--- src/rtl/spi_slave.sv ---
// SPI responder: oversamples SCK/CS/MOSI on clk, captures WIDTH bits LSB first
// while shifting tx_data out on MISO, in any CKP/CPH mode.
module spi_slave #(
  parameter int WIDTH       = 16,
  parameter int SYNC_STAGES = 2
) (
  input  logic             clk,
  input  logic             rst,
  input  logic             CKP,
  input  logic             CPH,
  input  logic             SCK,
  input  logic             CS,
  input  logic             MOSI,
  input  logic [WIDTH-1:0] tx_data,
  output logic             MISO,
  output logic [WIDTH-1:0] rx_data,
  output logic             rx_valid,
  output logic             busy
);

  localparam int CW = $clog2(WIDTH + 1);
  localparam int IW = (WIDTH > 1) ? $clog2(WIDTH) : 1;

  typedef enum logic [1:0] {IDLE, XFER, DONE} state_t;

  state_t state_reg, state_next;

  logic [SYNC_STAGES-1:0] sck_sync_reg, cs_sync_reg, mosi_sync_reg;
  logic [SYNC_STAGES-1:0] sck_sync_next, cs_sync_next, mosi_sync_next;
  logic                   sck_hist_reg, cs_hist_reg;

  logic [WIDTH-1:0] tx_hold_reg, rx_shift_reg, rx_data_reg;
  logic [CW-1:0]    bit_cnt_reg;
  logic             miso_reg, rx_valid_reg, commit_reg;

  logic sck_s, cs_s, mosi_s;
  logic sck_edge, lead_edge, trail_edge, sample_edge, shift_edge;
  logic cs_fall, cs_rise;
  logic start, take, drive, leave;
  logic [IW-1:0] bit_idx;

  // Synchronizer chains: stage 0 takes the pin, each later stage the one before.
  assign sck_sync_next[0]  = SCK;
  assign cs_sync_next[0]   = CS;
  assign mosi_sync_next[0] = MOSI;
  generate
    for (genvar gi = 1; gi < SYNC_STAGES; gi++) begin : g_sync
      assign sck_sync_next[gi]  = sck_sync_reg[gi-1];
      assign cs_sync_next[gi]   = cs_sync_reg[gi-1];
      assign mosi_sync_next[gi] = mosi_sync_reg[gi-1];
    end
  endgenerate

  always_ff @(posedge clk) begin
    if (!rst) begin
      sck_sync_reg  <= {SYNC_STAGES{CKP}};
      cs_sync_reg   <= {SYNC_STAGES{1'b1}};
      mosi_sync_reg <= '0;
      sck_hist_reg  <= CKP;
      cs_hist_reg   <= 1'b1;
    end else begin
      sck_sync_reg  <= sck_sync_next;
      cs_sync_reg   <= cs_sync_next;
      mosi_sync_reg <= mosi_sync_next;
      sck_hist_reg  <= sck_s;
      cs_hist_reg   <= cs_s;
    end
  end

  assign sck_s  = sck_sync_reg[SYNC_STAGES-1];
  assign cs_s   = cs_sync_reg[SYNC_STAGES-1];
  assign mosi_s = mosi_sync_reg[SYNC_STAGES-1];

  // Leading edge moves SCK away from its idle level CKP; trailing returns to it.
  assign sck_edge    = sck_s ^ sck_hist_reg;
  assign lead_edge   = sck_edge & (sck_s ^ CKP);
  assign trail_edge  = sck_edge & ~(sck_s ^ CKP);
  assign sample_edge = CPH ? trail_edge : lead_edge;
  assign shift_edge  = CPH ? lead_edge : trail_edge;
  assign cs_fall     = cs_hist_reg & ~cs_s;
  assign cs_rise     = ~cs_hist_reg & cs_s;
  assign bit_idx     = bit_cnt_reg[IW-1:0];

  always_ff @(posedge clk) begin
    if (!rst) state_reg <= IDLE;
    else      state_reg <= state_next;
  end

  always_comb begin
    state_next = state_reg;
    start      = 1'b0;
    take       = 1'b0;
    drive      = 1'b0;
    leave      = 1'b0;
    unique case (state_reg)
      IDLE: begin
        if (cs_fall) begin
          start      = 1'b1;
          state_next = XFER;
        end
      end
      XFER: begin
        // A CS rise outranks any edge seen in the same cycle.
        if (cs_rise) begin
          leave      = 1'b1;
          state_next = IDLE;
        end else if (sample_edge) begin
          take = 1'b1;
          if (bit_cnt_reg == CW'(WIDTH - 1)) state_next = DONE;
        end else if (shift_edge) begin
          drive = 1'b1;
        end
      end
      DONE: begin
        if (cs_rise) begin
          leave      = 1'b1;
          state_next = IDLE;
        end
      end
      default: state_next = IDLE;
    endcase
  end

  always_ff @(posedge clk) begin
    if (!rst) begin
      tx_hold_reg  <= '0;
      rx_shift_reg <= '0;
      rx_data_reg  <= '0;
      bit_cnt_reg  <= '0;
      miso_reg     <= 1'b0;
      rx_valid_reg <= 1'b0;
      commit_reg   <= 1'b0;
    end else begin
      commit_reg   <= take && (bit_cnt_reg == CW'(WIDTH - 1));
      rx_valid_reg <= commit_reg;
      if (commit_reg) rx_data_reg <= rx_shift_reg;

      if (start) begin
        tx_hold_reg <= tx_data;
        bit_cnt_reg <= '0;
        miso_reg    <= CPH ? 1'b0 : tx_data[0];
      end else if (leave) begin
        bit_cnt_reg <= '0;
        miso_reg    <= 1'b0;
      end else if (take) begin
        rx_shift_reg[bit_idx] <= mosi_s;
        bit_cnt_reg           <= bit_cnt_reg + 1'b1;
      end else if (drive) begin
        // In both phases the bit due next equals the number of samples taken.
        miso_reg <= tx_hold_reg[bit_idx];
      end
    end
  end

  assign MISO     = miso_reg;
  assign rx_data  = rx_data_reg;
  assign rx_valid = rx_valid_reg;
  assign busy     = (state_reg != IDLE);

endmodule

--- config.mk ---
export PLATFORM = sky130hd
export DESIGN_NAME = spi_slave
export DESIGN_NICKNAME = d
export VERILOG_FILES = /design/src/rtl/spi_slave.sv
export SDC_FILE = /design/constraint.sdc
export NUM_CORES = 1
export LEC_CHECK = 0
export ABC_CLOCK_PERIOD_IN_PS = 2100
export CORE_ASPECT_RATIO = 0.9
export CORE_MARGIN = 1
export CORE_UTILIZATION = 45
export DETAILED_ROUTE_END_ITERATION = 16
export DONT_BUFFER_PORTS = 1
export PLACE_DENSITY_LB_ADDON = 0.2
export SYNTH_ARGS = -nofsm -noshare
export SYNTH_HDL_FRONTEND = slang
export SYNTH_SLANG_ARGS = --single-unit
--- constraint.sdc ---
create_clock -name clk -period 2.1 [get_ports clk]
set_input_delay 0.42 -clock clk [delete_from_list [all_inputs] [get_ports clk]]
set_output_delay 0.42 -clock clk [all_outputs]
set_load 0.03 [all_outputs]
### After elaboration in Yosys (flattened, before gate mapping)

Cells that the tools add are included.
Widths: inputs -> output; s select.

| word-level totals | value |
|---|---|
| output and inout port bits | 19 |
| input port bits | 23 |
| register bits | 66 |

| operators by class | value |
|---|---|
| muxes and demuxes | 31 |
| $lt $le $gt $ge | 2 |
| reductions and logical operators | 10 |
| add/subtract/negate cells | 1 |
| bitwise logic cells | 12 |
| eq/ne operators | 8 |

Operators by type and width:

| cell | number |
|---|---|
| $mux 1 | 21 |
| $bwmux 16 | 1 |
| $mux 2 | 6 |
| $ne 3x3->1 const B | 2 |
| $not 1->1 | 6 |
| $pmux 2 s3 | 1 |
| $add 5x1->5 const B | 1 |
| $eq 5x4->1 const B | 1 |
| $lt 4x5->1 const B | 1 |
| $and 1x1->1 | 4 |
| $bmux 1 s4 | 1 |
| $demux 1 s4 | 1 |
| $ge 4x1->1 const B | 1 |
| $ne 2x2->1 const B | 2 |
| $reduce_and 4->1 | 1 |
| $ne 3x2->1 const B | 1 |
| $reduce_and 3->1 | 1 |
| $reduce_bool 3->1 | 1 |
| $reduce_or 3->1 | 1 |
| $eq 2x1->1 const B | 1 |
| $eq 2x2->1 const B | 1 |
| $logic_and 1x1->1 | 2 |
| $logic_not 2->1 | 1 |
| $reduce_and 2->1 | 1 |
| 3 further kinds | 4 |

### Logic depth before layout (Yosys ltp)

Gate-level depths: netlist (run 1).

| depth | value |
|---|---|
| word-level depth | 12 |
| gate-level depth with buffers | 10 |
| gate-level depth less buffers | 8 |

### Worst setup path before layout (run 1)

No wires, ideal clock.

| timing | value |
|---|---|
| path type | register to register |
| start point | reg bit_cnt_reg[1] |
| end point | reg state_reg[1] |
| clock period less this slack | 2.196 ns |
| path buffers | 0 |
| data arrival time | 2.077 ns |
| slack | -0.096 ns |
| stages on the path, launching flop included | 9 |
| cells stage by stage | dfxtp_1 > ha_1 > and3_1 > ha_1 > nand3b_1 > mux2_2 > a2111oi_0 > or3_1 > a21boi_1 |

| on the way | value |
|---|---|
| word-level cells in the longest chain between the ends | 3 |

Ends and longest elaborated chain:

| what | RTL line | text |
|---|---|---|
| start, declared | 33 | `logic [CW-1:0] bit_cnt_reg;` |
| start signal, assigned | 147 | `bit_cnt_reg <= bit_cnt_reg + 1'b1;` |
| $eq 5x4->1 | 109 | `if (bit_cnt_reg == CW'(WIDTH - 1)) state_next = DONE;` |
| $ne 3x3->1 (no line) | -- |  |
| $reduce_and 4->1 (no line) | -- |  |
| end signal, assigned | 86 | `else state_reg <= state_next;` |
| end, declared | 26 | `state_t state_reg, state_next;` |

No other way between the ends.
A chain may end at the register's enable or synchronous reset.

### Worst setup path in the final report (run 1)

| timing | value |
|---|---|
| start point | reg bit_cnt_reg[0] |
| end point | reg state_reg[1] |

Same word-level chain as after synthesis.

==> reports/qor.txt, run 1 <==
Worst slew margin: 67.6%
maxcap violations: 0
Compound-Gate Fraction of Synth Area: 6.80%
Post-Syn Nets: 326
gr usage total: 16.9%
maximum vdd drop: 0.450 mV
largest net degree at the start of global routing: 65
GP Congestion: 0.762
CP Launch Point: bit_cnt_reg[0]
Post-Synth Simple-Gate Area: 21.6%
XOR/XNOR Fraction of Synth Area: 2.41%
Placed Instances: 373
Ant. Diodes: 0
CTS clock-pin slew for the worst setup and hold paths: 0.07 ns
vias in the first global route: 1822
main combinational cell family by area after synthesis: simple AND/OR/NAND/NOR gates
crit share post-route: 93.8%
DR vias: 1872
Power Density: 725 nW/um^2
H-tree Lvls: 3
Worst Hold Launch: rst
port bufs: 0
Post-synth top cells: dfxtp_1 (66), nand2_1 (59), mux2i_1 (32), a21boi_0 (16), nor2b_1 (16)
wire length per cell: 13.4 um
CP Max Fanout: 3
fin. max-slew vios: 0
fillers: 582
Worst-Margin Slew: 0.485 ns
nets: 328
Clock Tree Buf Depth: 2
P_leak: 1.19 nW
fraction of layout cells with a size suffix above 1: 11.4%
final core utilization: 51.0%
Worst-Skew Late Latency: 0.33 ns
DR vias/cell: 4.86
Fin. Hold Viols: 0
Synth Area in Adders: 3.51%
CTS Sinks: 66
Total Die Area: 6660 um^2
initial antenna violation count: 0
min-delay worst type: in -> reg
worst reg2reg startpoint: bit_cnt_reg[0]
ys flop type: dfxtp_1
total number of yosys warnings: 0
post-synthesis sequential area ratio: 46.3%
post-synthesis cell count: 295
GRT Residual Overflow: 0
maximum clock frequency: 508 MHz
Initial Utilization: 46.6%
fin cells: 385
Die W: 85.9 um
row cnt: 27
crit path launch type: flop
hold_ws: 0.171 ns
Async SR Flop Fraction: 0%
#FFs+latches synth: 66
WP data required: 2.36 ns
io pins: 42
Post-synth EDFFs: 0
post-synth cell types: 41
clock skew: 0.00919 ns
CTS root buffer: clkbuf_8
Post-Route WL: 5150 um
status: finished, final reports clean
mapped cell area: 2850 um^2
number of routed nets with antenna violations: 0
dpl hpwl: 3350 um
CORE AREA: 6110 um^2
DRC: 0
Iter 0 DRT Violations: 53
CP arrival: 2.23 ns
final setup vio count: 0
1st-pass router iterations: 4
Synth area leaders: dfxtp_1 (46%), mux2i_1 (11%), nand2_1 (7.8%)
Avg Cell Area, Syn: 9.67 um^2
CTS tree: yes
dominant cell type by area after synthesis: dfxtp_1
Syn-to-layout area delta: 9.39%
first-pass GRT wire length: 8630 um
crit end category: flop
CP Class: reg -> reg
Final Critical Period: 1.97 ns
share of the synthesized area in the top cell type: 46.3%
Die Y: 77.5 um
multiplexer area fraction after synthesis: 14.8%
most common cell in the netlist: dfxtp_1
cts bufs inserted: 9
[stage by stage]
stage / instance area [um^2] / TNS (ns) / power [W] / setup WS, ns
floorplan: 2860 / 0 / 0.00142 / 0.0189
global placement: 2930 / 0 / 0.00142 / 0.160
detailed placement: 2930 / 0 / 0.00142 / 0.0507
CTS: 3080 / 0 / 0.00229 / 0.00512
global route: 3120 / -0.00895 / 0.00238 / -0.00895
finish: 3120 / 0 / 0.00226 / 0.130
[cell families (layout without fill, tap and decap cells)]
| family | Yosys count | after routing |
|---|---|---|
| xor+xnor | 6 | 6 |
| fa+ha+maj | 8 | 8 |
| flops | 66 | 66 |
| compound gates | 27 | 27 |
| mux | 37 | 37 |
| simple gates | 126 | 126 |
| buf+inv | 25 | 28 |
[routing by layer]
metal  GRT usage [%]  share of wire [%]  vias up  routed length (um)
li1                -                  -      986                   -
met1            22.7                 50      845                2590
met2            24.2                 43       36                2230
met3            7.66                5.3        5                 272
met4            5.00                1.0        0                  53
met5               0                  0        -                   0
[worst max-delay path: stages, from the launching register on]
cell	delay (ns)
dfxtp_2	0.34
ha_2	0.18
and3_1	0.19
ha_2	0.19
nand3b_1	0.07
mux2_4	0.31
a2111oi_4	0.34
o21ai_0	0.13
a21boi_1	0.14
[path summary, 6_finish.rpt]
kind / to / slack [ns] / depth (start not counted)
min: cs_sync_reg[1] / 0.17 / 1
max: state_reg[1] / 0.13 / 8
min reg2reg: cs_sync_reg[1] / 0.41 / 1
max reg2reg: state_reg[1] / 0.13 / 8
[final cells by class]
cell class | count | area (um^2) | share of cell area [%]
tap | 87 | 109 | 3.49
clock inverter | 1 | 5.00 | 0.160
timing repair buffer | 9 | 67.6 | 2.17
sequential | 66 | 1320 | 42.4
multi-input combinational | 204 | 1450 | 46.4
clock buffer | 11 | 141 | 4.53
inverter | 7 | 26.3 | 0.842
[placed cells by master (no fill, tap or decap), types with 2 or more instances in the layout]
cell      instances
or3_1             2
nand2_1          59
nand3b_1          2
buf_4             9
nand3_1          15
ha_1              6
xnor2_1           2
and2_1            5
mux4_2            4
and3_1            2
dfxtp_2           2
nor2_1            9
a22oi_1           2
inv_1             7
xor2_1            3
o21ai_0           3
a21boi_0         16
mux2i_1          32
clkbuf_8         10
nor3b_1           2
dfxtp_1          64
ha_2              2
and2b_1           2
nand2b_1          5
nor2b_1          16
[timing repair]
item | CTS | global route
hold buffers | 0 | 0
resized for setup | 0 | 8
buffers inserted | 0 | 0
endpoints found under the hold margin | 0 | 0
setup endpoints to repair | 0 | 2
[power breakdown]
group          switching (W)  total (W)  leakage [nW]  internal [W]
sequential         0.0000173    0.00129         0.536       0.00128
combinational      0.0000526   0.000109         0.575     0.0000561
clock               0.000427   0.000859        0.0770      0.000433
total               0.000497    0.00226          1.19       0.00176
Note: power is estimated with default switching activity, not from simulation.
==> run 2, diff against run 1 <==
--- a/config.mk
+++ b/config.mk
@@ -11,6 +11,7 @@
 export CORE_UTILIZATION = 45
 export DETAILED_ROUTE_END_ITERATION = 16
 export DONT_BUFFER_PORTS = 1
+export GPL_ROUTABILITY_DRIVEN = 0
 export PLACE_DENSITY_LB_ADDON = 0.2
 export SYNTH_ARGS = -nofsm -noshare
 export SYNTH_HDL_FRONTEND = slang
==> results of run 2 <==
Final layout, timing and power as in run 1 (identical DEF).
==> run 3, diff against run 2 <==
--- a/config.mk
+++ b/config.mk
@@ -9,6 +9,7 @@
 export CORE_ASPECT_RATIO = 0.9
 export CORE_MARGIN = 1
 export CORE_UTILIZATION = 45
+export CTS_CLUSTER_SIZE = 28
 export DETAILED_ROUTE_END_ITERATION = 16
 export DONT_BUFFER_PORTS = 1
 export GPL_ROUTABILITY_DRIVEN = 0
==> results of run 3 <==
Final layout, timing and power as in run 1 (identical DEF).
